### config.mk
export PLATFORM = sky130hd
export DESIGN_NAME = traffic_timer
export DESIGN_NICKNAME = d
export VERILOG_FILES = /design/src/rtl/traffic_pkg.sv /design/src/rtl/sensor_debounce.sv /design/src/rtl/traffic_timer.sv
export SDC_FILE = /design/constraint.sdc
export NUM_CORES = 1
export LEC_CHECK = 0
export ABC_AREA = 1
export CORE_MARGIN = 2
export CORE_UTILIZATION = 54
export DETAILED_ROUTE_END_ITERATION = 10
export PLACE_DENSITY = 0.76
export SETUP_SLACK_MARGIN = 0.05
export SYNTH_ARGS = -nofsm -noshare
export SYNTH_HDL_FRONTEND = slang
export SYNTH_SLANG_ARGS = --single-unit
export TNS_END_PERCENT = 1
### constraint.sdc
create_clock -name Clk -period 1.75 [get_ports Clk]
set_clock_uncertainty 0.1 [all_clocks]
set_input_delay 0.35 -clock Clk [delete_from_list [all_inputs] [get_ports Clk]]
set_output_delay 0.35 -clock Clk [all_outputs]
set_load 0.01 [all_outputs]
### src/rtl/traffic_pkg.sv
// traffic_pkg: default timing constants and light encodings shared by the traffic-light blocks
package traffic_pkg;
    localparam int DEF_TICK_DIV = 4;
    localparam int DEF_TS_TICKS = 3;
    localparam int DEF_TL_TICKS = 10;
    localparam int DEF_DEB_LEN  = 3;

    typedef enum logic [1:0] {
        HG = 2'd0,
        HY = 2'd1,
        FG = 2'd2,
        FY = 2'd3
    } light_t;

    function automatic int width_for(input int n);
        return n > 1 ? $clog2(n) : 1;
    endfunction
endpackage

### src/rtl/sensor_debounce.sv
// sensor_debounce: 2-flop synchronizer followed by a DEB_LEN-sample agreement filter
module sensor_debounce
    import traffic_pkg::*;
#(
    parameter int DEB_LEN = DEF_DEB_LEN
) (
    input  logic Clk,
    input  logic reset,
    input  logic raw,
    output logic level
);
    localparam int DW = width_for(DEB_LEN);
    localparam logic [DW-1:0] LAST = DW'(DEB_LEN - 1);

    logic [1:0]    sync;
    logic [DW-1:0] cnt;
    logic          diff;
    logic          done;

    always_comb begin
        diff = sync[1] != level;
        done = diff && cnt == LAST;
    end

    always_ff @(posedge Clk) begin
        if (reset) begin
            sync  <= '0;
            cnt   <= '0;
            level <= 1'b0;
        end else begin
            sync  <= {sync[0], raw};
            cnt   <= (diff && !done) ? cnt + 1'b1 : '0;
            level <= done ? sync[1] : level;
        end
    end
endmodule

### src/rtl/traffic_timer.sv
// traffic_timer: ST-aligned short/long interval flags plus conditioned car and emergency inputs
module traffic_timer
    import traffic_pkg::*;
#(
    parameter int TICK_DIV = DEF_TICK_DIV,
    parameter int TS_TICKS = DEF_TS_TICKS,
    parameter int TL_TICKS = DEF_TL_TICKS,
    parameter int DEB_LEN  = DEF_DEB_LEN,
    parameter int CNT_W    = 8
) (
    input  logic Clk,
    input  logic reset,
    input  logic ST,
    input  logic CarRaw,
    input  logic EmergRaw,
    output logic TS,
    output logic TL,
    output logic C,
    output logic Emergency
);
    localparam int PW = width_for(TICK_DIV);
    localparam logic [PW-1:0]    PMAX = PW'(TICK_DIV - 1);
    localparam logic [CNT_W-1:0] SMIN = CNT_W'(TS_TICKS);
    localparam logic [CNT_W-1:0] SMAX = CNT_W'(TL_TICKS);

    if (TICK_DIV < 1) begin : g_chk_div
        $error("TICK_DIV must be >= 1");
    end
    if (TS_TICKS < 1) begin : g_chk_ts
        $error("TS_TICKS must be >= 1");
    end
    if (TL_TICKS <= TS_TICKS) begin : g_chk_tl
        $error("TL_TICKS must exceed TS_TICKS");
    end
    if (DEB_LEN < 1) begin : g_chk_deb
        $error("DEB_LEN must be >= 1");
    end
    if (CNT_W < 31 && TL_TICKS >= (1 << CNT_W)) begin : g_chk_cnt
        $error("TL_TICKS does not fit in CNT_W bits");
    end

    logic [PW-1:0]    pre;
    logic [PW-1:0]    pre_nxt;
    logic [CNT_W-1:0] cnt;
    logic [CNT_W-1:0] cnt_nxt;
    logic             tick;
    logic             emerg_nxt;
    logic [2:0]       esync;

    // ST restarts the prescaler too, so the first tick lands TICK_DIV cycles after ST
    always_comb begin
        tick      = pre == PMAX;
        pre_nxt   = (ST || tick) ? '0 : pre + 1'b1;
        cnt_nxt   = ST ? '0 : (tick && cnt != SMAX) ? cnt + 1'b1 : cnt;
        emerg_nxt = (esync[1] && !esync[2]) || (!ST && Emergency);
    end

    always_ff @(posedge Clk) begin
        if (reset) begin
            pre       <= '0;
            cnt       <= '0;
            TS        <= 1'b0;
            TL        <= 1'b0;
            Emergency <= 1'b0;
            esync     <= '0;
        end else begin
            pre       <= pre_nxt;
            cnt       <= cnt_nxt;
            TS        <= cnt_nxt >= SMIN;
            TL        <= cnt_nxt >= SMAX;
            Emergency <= emerg_nxt;
            esync     <= {esync[1:0], EmergRaw};
        end
    end

    sensor_debounce #(.DEB_LEN(DEB_LEN)) u_car (
        .Clk  (Clk),
        .reset(reset),
        .raw  (CarRaw),
        .level(C)
    );
endmodule

==> results.txt <==
The number of instances in the synthesized netlist is 147. The number of hold violations in the final report came to 0. The post-cts hold buffer count came out at 0. STA classifies the critical path endpoint as an output pin. STA classifies the critical path startpoint as a flop. The synthesized area per cell is 6.76 um^2. The kind of cell with the highest combined delay along the critical path is buffers and inverters.

The critical path's largest stage delay is 540 ps. The maximum level of the CTS H-tree came out at 1. The total CTS buffers is 3. The total grt overflow came out at 0. The number of global-route vias before repair came out at 731. The number of antenna cells inserted is 0. The area fraction of the dominant cell type after synthesis came out at 42.3%.

After synthesis, flip-flops and latches occupy 42.3% of the total area. The iteration count of the initial detailed-routing pass is 4. The number of nets in the layout is 170. nand2_1 is the most common cell in the netlist. The per-cell routed wire length came out at 9.53 um. The worst setup path is of the reg2out kind. Summing all multi-input logic gate instances after layout gives 524 um^2.

The die is 46.9 um tall. The slowest stage of the critical path is the clkdlybuf4s50_1 cell. The final estimated routing congestion in global placement came out at 0.798. The run finished with clean final reports.

The total power per unit cell area is 638 nW/um^2. After detailed routing, the number of vias per cell comes to 4.75. TritonCTS built the clock tree. The pin count of the biggest net entering global routing is 13. Setup repair after global routing could not meet its margin everywhere. The number of design-rule violations left by the first detailed-router iteration is 3.

The die area came out at 2200 um^2. The clock latency on the worst-skew pair came out at 310 ps. The worst register-to-register path ends at TL$_SDFF_PP0_.

The first global-routing pass estimated 2.88 mm of wire. Yosys attributes the largest share of cell area to dfxtp_1 42%, nand2_1 17%, nor2_1 11%. The synthesized design contains 21 register bits.

The netlist area before placement is 993 um^2. Cells with a size suffix above 1 make up 13.8% of the layout. The critical path goes through clkdlybuf4s50_1.

The clock-pin transition on the worst setup and hold timing paths is 110 ps. Along the worst path, the maximum fanout reaches 2. The synthesized design spends more area on one cell type than any other, namely dfxtp_1. Of the total power, the clock network draws 30.3%. Ranked by instance count, the synthesized netlist is headed by 45 x nand2_1, 29 x nor2_1, 21 x dfxtp_1. The core area is 1730 um^2. The upper clock frequency limit came out at 606 MHz. The maximum clock path buffer count came out at 2. The number of fill cells in the layout came out at 161. The terminating pin of the worst hold path is esync[1]$_SDFF_PP0_. The number of standard-cell rows in the floorplan is 15. The tool flagged a number of max-cap violations equal to 0. The net count of the mapped netlist is 156.

The combinational share of power came out at 5.4%. The overall via count from detail_route came out at 879. The internal power component came out at 589 uW.

In the synthesized netlist the async set-or-reset flop fraction comes to 0%. The area added between synthesis and finish is 19.8%. The logic depth of the worst register-to-register path is 10. The final routed DRC violation total is 0. For the pin with the worst max-slew slack, the measured transition is 266 ps.

The number of warning messages in the yosys log came out at 0. 9 I/O pins were placed. The final setup slack of the worst path is 101 ps. The floorplan die width came out at 46.9 um.

Net switching is 22.4% of the power. In the final layout, flip-flops and latches occupy 430 um^2. In the synthesized netlist the dominant register cell turns out to be dfxtp_1. The number of buffers and inverters on the critical path is 1. The worst hold path belongs to the class reg2reg. The proportion of power drawn by flip-flops and latches is 64.3%. The minimum setup slack among reg-to-reg paths is 190 ps. The count of cell types in the netlist is 20.

The final-report setup violation count came out at 0. The smallest clock period supported by the final layout is computed as 1650 ps. The sum of net half-perimeters after detailed placement is 1.37 mm. Data on the critical path is required at its endpoint by 1300 ps. The count of nets left with antenna violations after detail routing came out at 0.

Setup total negative slack on the finished layout was measured at 0 ps. For this configuration, the core starts out at a cell density of 57.5%. The worst-case headroom to the max-slew limit is 82.1%.

Clock tree synthesis selected as its root buffer the cell clkbuf_4. The aggregate global-route resource usage came out at 18.8%. The overall routed net length is 1.76 mm. The number of cells on the worst hold path is 2. The reg-to-reg startpoint is cnt[0]$_SDFF_PP0_. Data arrives at the worst endpoint at 1200 ps. The share of the clock period used by the worst path after layout is 94.2%. The initial antenna violation count came out at 0.

The quantity of I/O buffers inserted on ports is 8. The worst slack after detailed placement is 27.7 ps. The worst hold path begins at esync[0]$_SDFF_PP0_. The number of flops mapped to enable cells by yosys came out at 0. The analysis attributes to cell leakage a power of 0.533 nW. The final number of max-transition violations is 0. The CTS sink count came out at 21. The net switching power figure came out at 170 uW. The largest voltage drop on the vdd net is 0.599 mV.
==> flip-flops by register name, indices dropped and copies added, names as in the netlist <==
name,flops
cnt,8
esync,3
pre,2
u_car.cnt,2
u_car.sync,2
Emergency,1
TL,1
TS,1
u_car.level,1
==> layout by cell type (no fill, tap or decap) <==
| cell | synthesis | routed |
|---|---|---|
| clkdlybuf4s50_1 | 0 | 7 |
| o21ai_1 | 1 | 2 |
| o211ai_1 | 1 | 1 |
| dlymetal6s2s_1 | 0 | 1 |
| clkinv_1 | 1 | 1 |
| dfxtp_2 | 0 | 2 |
| inv_1 | 17 | 16 |
| buf_4 | 0 | 3 |
| nor2_1 | 29 | 27 |
| dfxtp_1 | 21 | 17 |
| clkbuf_4 | 0 | 3 |
| nand3_2 | 1 | 3 |
| nand4_1 | 1 | 1 |
| a21oi_1 | 3 | 3 |
| o21ai_4 | 1 | 1 |
| xnor2_1 | 1 | 1 |
| nand2_1 | 45 | 45 |
| o31ai_1 | 1 | 1 |
| ha_1 | 4 | 2 |
| ha_2 | 0 | 1 |
| nand3_1 | 12 | 10 |
| xor2_1 | 1 | 1 |
| nor2_2 | 1 | 3 |
| dfxtp_4 | 0 | 2 |
| clkinv_2 | 0 | 1 |
| ha_4 | 0 | 1 |
| inv_2 | 1 | 2 |
| o21ai_0 | 3 | 2 |
==> power by group through the flow <==
stage	clock, mW	sequential (mW)	combinational, mW
CTS	0.227	0.491	0.0406
global route	0.248	0.489	0.0468
floorplan	0	0.502	0.0215
finish	0.230	0.488	0.0408
detailed placement	0	0.502	0.0402
global placement	0	0.502	0.0389
==> cell families (layout without fill, tap and decap cells) <==
group,after synthesis,in the layout,share of synthesized area (%)
fa+ha+maj,4,4,5.04
flops,21,21,42.3
compound gates,10,10,6.67
xor+xnor,2,2,1.76
buf+inv,21,34,7.93
simple gates,89,89,36.3
==> metrics by stage <==
| step | hold WS (ps) | utilization (%) | cell area [um^2] | std cells | power (mW) |
|---|---|---|---|---|---|
| global route | 334 | 68.9 | 1190 | 185 | 0.784 |
| CTS | 316 | 66.2 | 1140 | 184 | 0.759 |
| global placement | 295 | 64.4 | 1110 | 180 | 0.541 |
| detailed placement | 297 | 64.4 | 1110 | 180 | 0.542 |
| floorplan | 288 | - | 993 | 147 | 0.523 |
| finish | 315 | 68.9 | 1190 | 185 | 0.759 |
==> routing by layer <==
metal | vias up | track usage [%] | share of wire, %
li1 | 481 | - | -
met1 | 382 | 23.6 | 46
met2 | 11 | 32.3 | 49
met3 | 5 | 1.15 | 2.4
met4 | 0 | 10.0 | 2.0
met5 | - | 0 | 0
==> timing repair <==
action                     CTS  global route
setup endpoints to repair    3             3
setup buffers                0             1
resized for setup            2            14
pin swaps                    0             3
==> final cells by class <==
| cell class | instances | share of cell area (%) |
|---|---|---|
| Clock buffer | 3 | 1.89 |
| Clock inverter | 1 | 0.421 |
| Inverter | 19 | 5.99 |
| Multi-Input combinational cell | 105 | 44.1 |
| Sequential cell | 21 | 36.2 |
| Tap cell | 25 | 2.63 |
| Timing Repair Buffer | 11 | 8.83 |
==> worst max path at each step <==
stage	start	endpoint	slack, ps	depth (start not counted)
final	Emergency$_SDFF_PP0_	Emergency	100	1
after global routing	cnt[1]$_SDFF_PP0_	TS$_SDFF_PP0_	30	10
after CTS	u_car.level$_SDFFE_PP0P_	C	40	1
after floorplan	cnt[1]$_SDFF_PP0_	TS$_SDFF_PP0_	240	10
after detailed placement	ST	TL$_SDFF_PP0_	30	6
after global placement	cnt[0]$_SDFF_PP0_	TL$_SDFF_PP0_	70	11
Power figures use the tool's default switching activity.
==> RTL change (same flow settings) <==
Change the package constant `DEF_TICK_DIV` from 4 to 8.
--- a/src/rtl/traffic_pkg.sv
+++ b/src/rtl/traffic_pkg.sv
@@ -1,6 +1,6 @@
 // traffic_pkg: default timing constants and light encodings shared by the traffic-light blocks
 package traffic_pkg;
-    localparam int DEF_TICK_DIV = 4;
+    localparam int DEF_TICK_DIV = 8;
     localparam int DEF_TS_TICKS = 3;
     localparam int DEF_TL_TICKS = 10;
     localparam int DEF_DEB_LEN  = 3;
Formal check against the unedited RTL: same outputs for any inputs over 10 cycles, from zero or initial values and one cycle with reset high; that may be too few to reach the edited logic, so the function may still have changed.
==> RTL change against the original RTL <==
Global-route usage rose by 0.69 points. Largest cell class unchanged. Area after synthesis rose by 4.4%. Maximum frequency rose by 0.66%. Utilization fell by 0.19 points. Sequential cell count rose by 1. Power rose by 8.3%. Clock power rose by 17%. Final area rose by 1.9%. Wire length rose by 6.1%. Sequential share of layout area rose by 0.26 points. Sequential power rose by 5.1%. Setup slack improved by 11 ps. Synthesized cell count fell by 2.0%.
==> RTL change: results (changes against the original RTL) <==
R2R cell count=11 (was 10); ranking of synthesized cells by area=dfxtp_1 42%, nand2_1 14%, nor2_1 8.0%, inv_1 6.9%, ha_1 6.0% (was dfxtp_1 42%, nand2_1 17%, nor2_1 11%, inv_1 6.4%, nand3_1 6.0%); worst r2r src=pre[0] (was cnt[0]); biggest regs=cnt (8), esync (3), pre (3) (was cnt (8), esync (3)); placed insts=177 (was 180); 1st-iter DRT viols=17 (was 3); vias in the first global route=799 (was 731); first-pass GRT wire length=3130 um (was 2880 um); Hold Slack=316 ps (was 315 ps); number of flops mapped to enable cells by yosys=0 (unchanged); worst min path class=reg2reg (unchanged); status=finished, final reports clean (unchanged); DP HPWL=1500 um (was 1370 um); met3 global-route usage=2.26% (was 1.15%); Total GRT Usage=19.5% (was 18.8%); reg-to-reg slack, setup=160 ps (was 190 ps); sequential-to-total area share from yosys stat=42.5% (was 42.3%); Cells after Synth=144 (was 147); slew of the pin with the lowest slew margin=314 ps (was 266 ps); Hold Path End=pre[0] (was esync[1]); Yosys cell types=20 (unchanged); vias per inst=4.91 (was 4.75); P_leak=0.574 nW (was 0.533 nW); Avg WL per Cell=10.3 um (was 9.53 um); nets@finish=167 (was 170); worst endpoint data arrival time=1190 ps; syn_nets=154 (was 156); Peak VDD IR=0.000494 V (was 0.000599 V); Highest Clock Rate=610 MHz (was 606 MHz); met2 Use GR=34.4% (was 32.3%); detailed-route wire length=1870 um (was 1760 um); fraction of layout cells with a size suffix above 1=15.4% (was 13.8%); hold_sp=pre[0] (was esync[0]); most frequent cells after synthesis=40 x nand2_1, 22 x dfxtp_1, 22 x nor2_1, 19 x inv_1, 10 x nand3_1 (was 45 x nand2_1, 29 x nor2_1, 21 x dfxtp_1, 17 x inv_1, 12 x nand3_1); # fillers=155 (was 161); M1 GR Usage=23.1% (was 23.6%); GPL Wtd Cong=0.854 (was 0.798); worst hold path depth=1 (was 2)
-- RTL change: cell types whose count changed after synthesis, moves of 2 or more --
cell     before  now
nand3_1      12   10
nand3_2       1    4
nand2_2       0    3
nor2_4        0    2
inv_1        17   19
nor2_1       29   22
nand2_1      45   40
-- RTL change: layout make-up --
cell class	instances	area [um2]	share of cell area, %
multi-input cells	99	527	43.4
flip-flops and latches	22	442	36.4
repair buffers	10	97.6	8.05
inverters	21	78.8	6.50
clock buffers	4	36.3	2.99
well taps	25	31.3	2.58
-- RTL change: cells by family (layout without fill, tap and decap cells) --
logic type / Yosys count / in the layout / share of synthesized area, %
AO/OA/AOI/OAI: 9 / 9 / 5.19
flip-flops: 22 / 22 / 42.5
AND/OR/NAND/NOR: 85 / 85 / 37.6
buffers and inverters: 23 / 35 / 8.69
adder cells (fa/ha/maj): 5 / 5 / 6.03
-- RTL change: repair_timing --
| item | in CTS | in global routing |
|---|---|---|
| hold buffers | 0 | 0 |
| setup endpoints to repair | 2 | 4 |
| resized for setup | 1 | 5 |
| cloned | 0 | 0 |
| pin swaps | 0 | 2 |
-- RTL change: per-stage QoR --
| step | power (W) | utilization (%) | worst slack (ps) |
|---|---|---|---|
| detailed placement | 0.000564 | 65.3 | 51.1 |
| global route | 0.000853 | 68.7 | 17.5 |
| floorplan | 0.000543 | - | 185 |
| finish | 0.000822 | 68.7 | 111 |
| global placement | 0.000562 | 65.3 | 120 |
| CTS | 0.000831 | 67.5 | 54.7 |
-- RTL change: power breakdown --
part | leakage [nW] | internal, W | switching (W) | total [W]
sequential | 0.179 | 0.000510 | 0.00000365 | 0.000513
clock | 0.0210 | 0.000127 | 0.000142 | 0.000269
combinational | 0.374 | 0.0000187 | 0.0000209 | 0.0000396
-- RTL change: routing by layer --
| metal | wire, um | vias up |
|---|---|---|
| met3 | 70 | 5 |
| li1 | - | 469 |
| met5 | 0 | - |
| met2 | 932 | 18 |
| met4 | 45 | 0 |
| met1 | 823 | 397 |
-- RTL change: how the worst max path moves through the flow --
stage                     end  cells after the start   startpoint  slack (ps)
finish              Emergency                      1    Emergency         110
global placement           TS                     11       pre[0]         120
global route               TS                     11       pre[0]          20
floorplan                  TS                     11       pre[0]         190
CTS                         C                      1  u_car.level          50
detailed placement         TL                     11       pre[0]          50
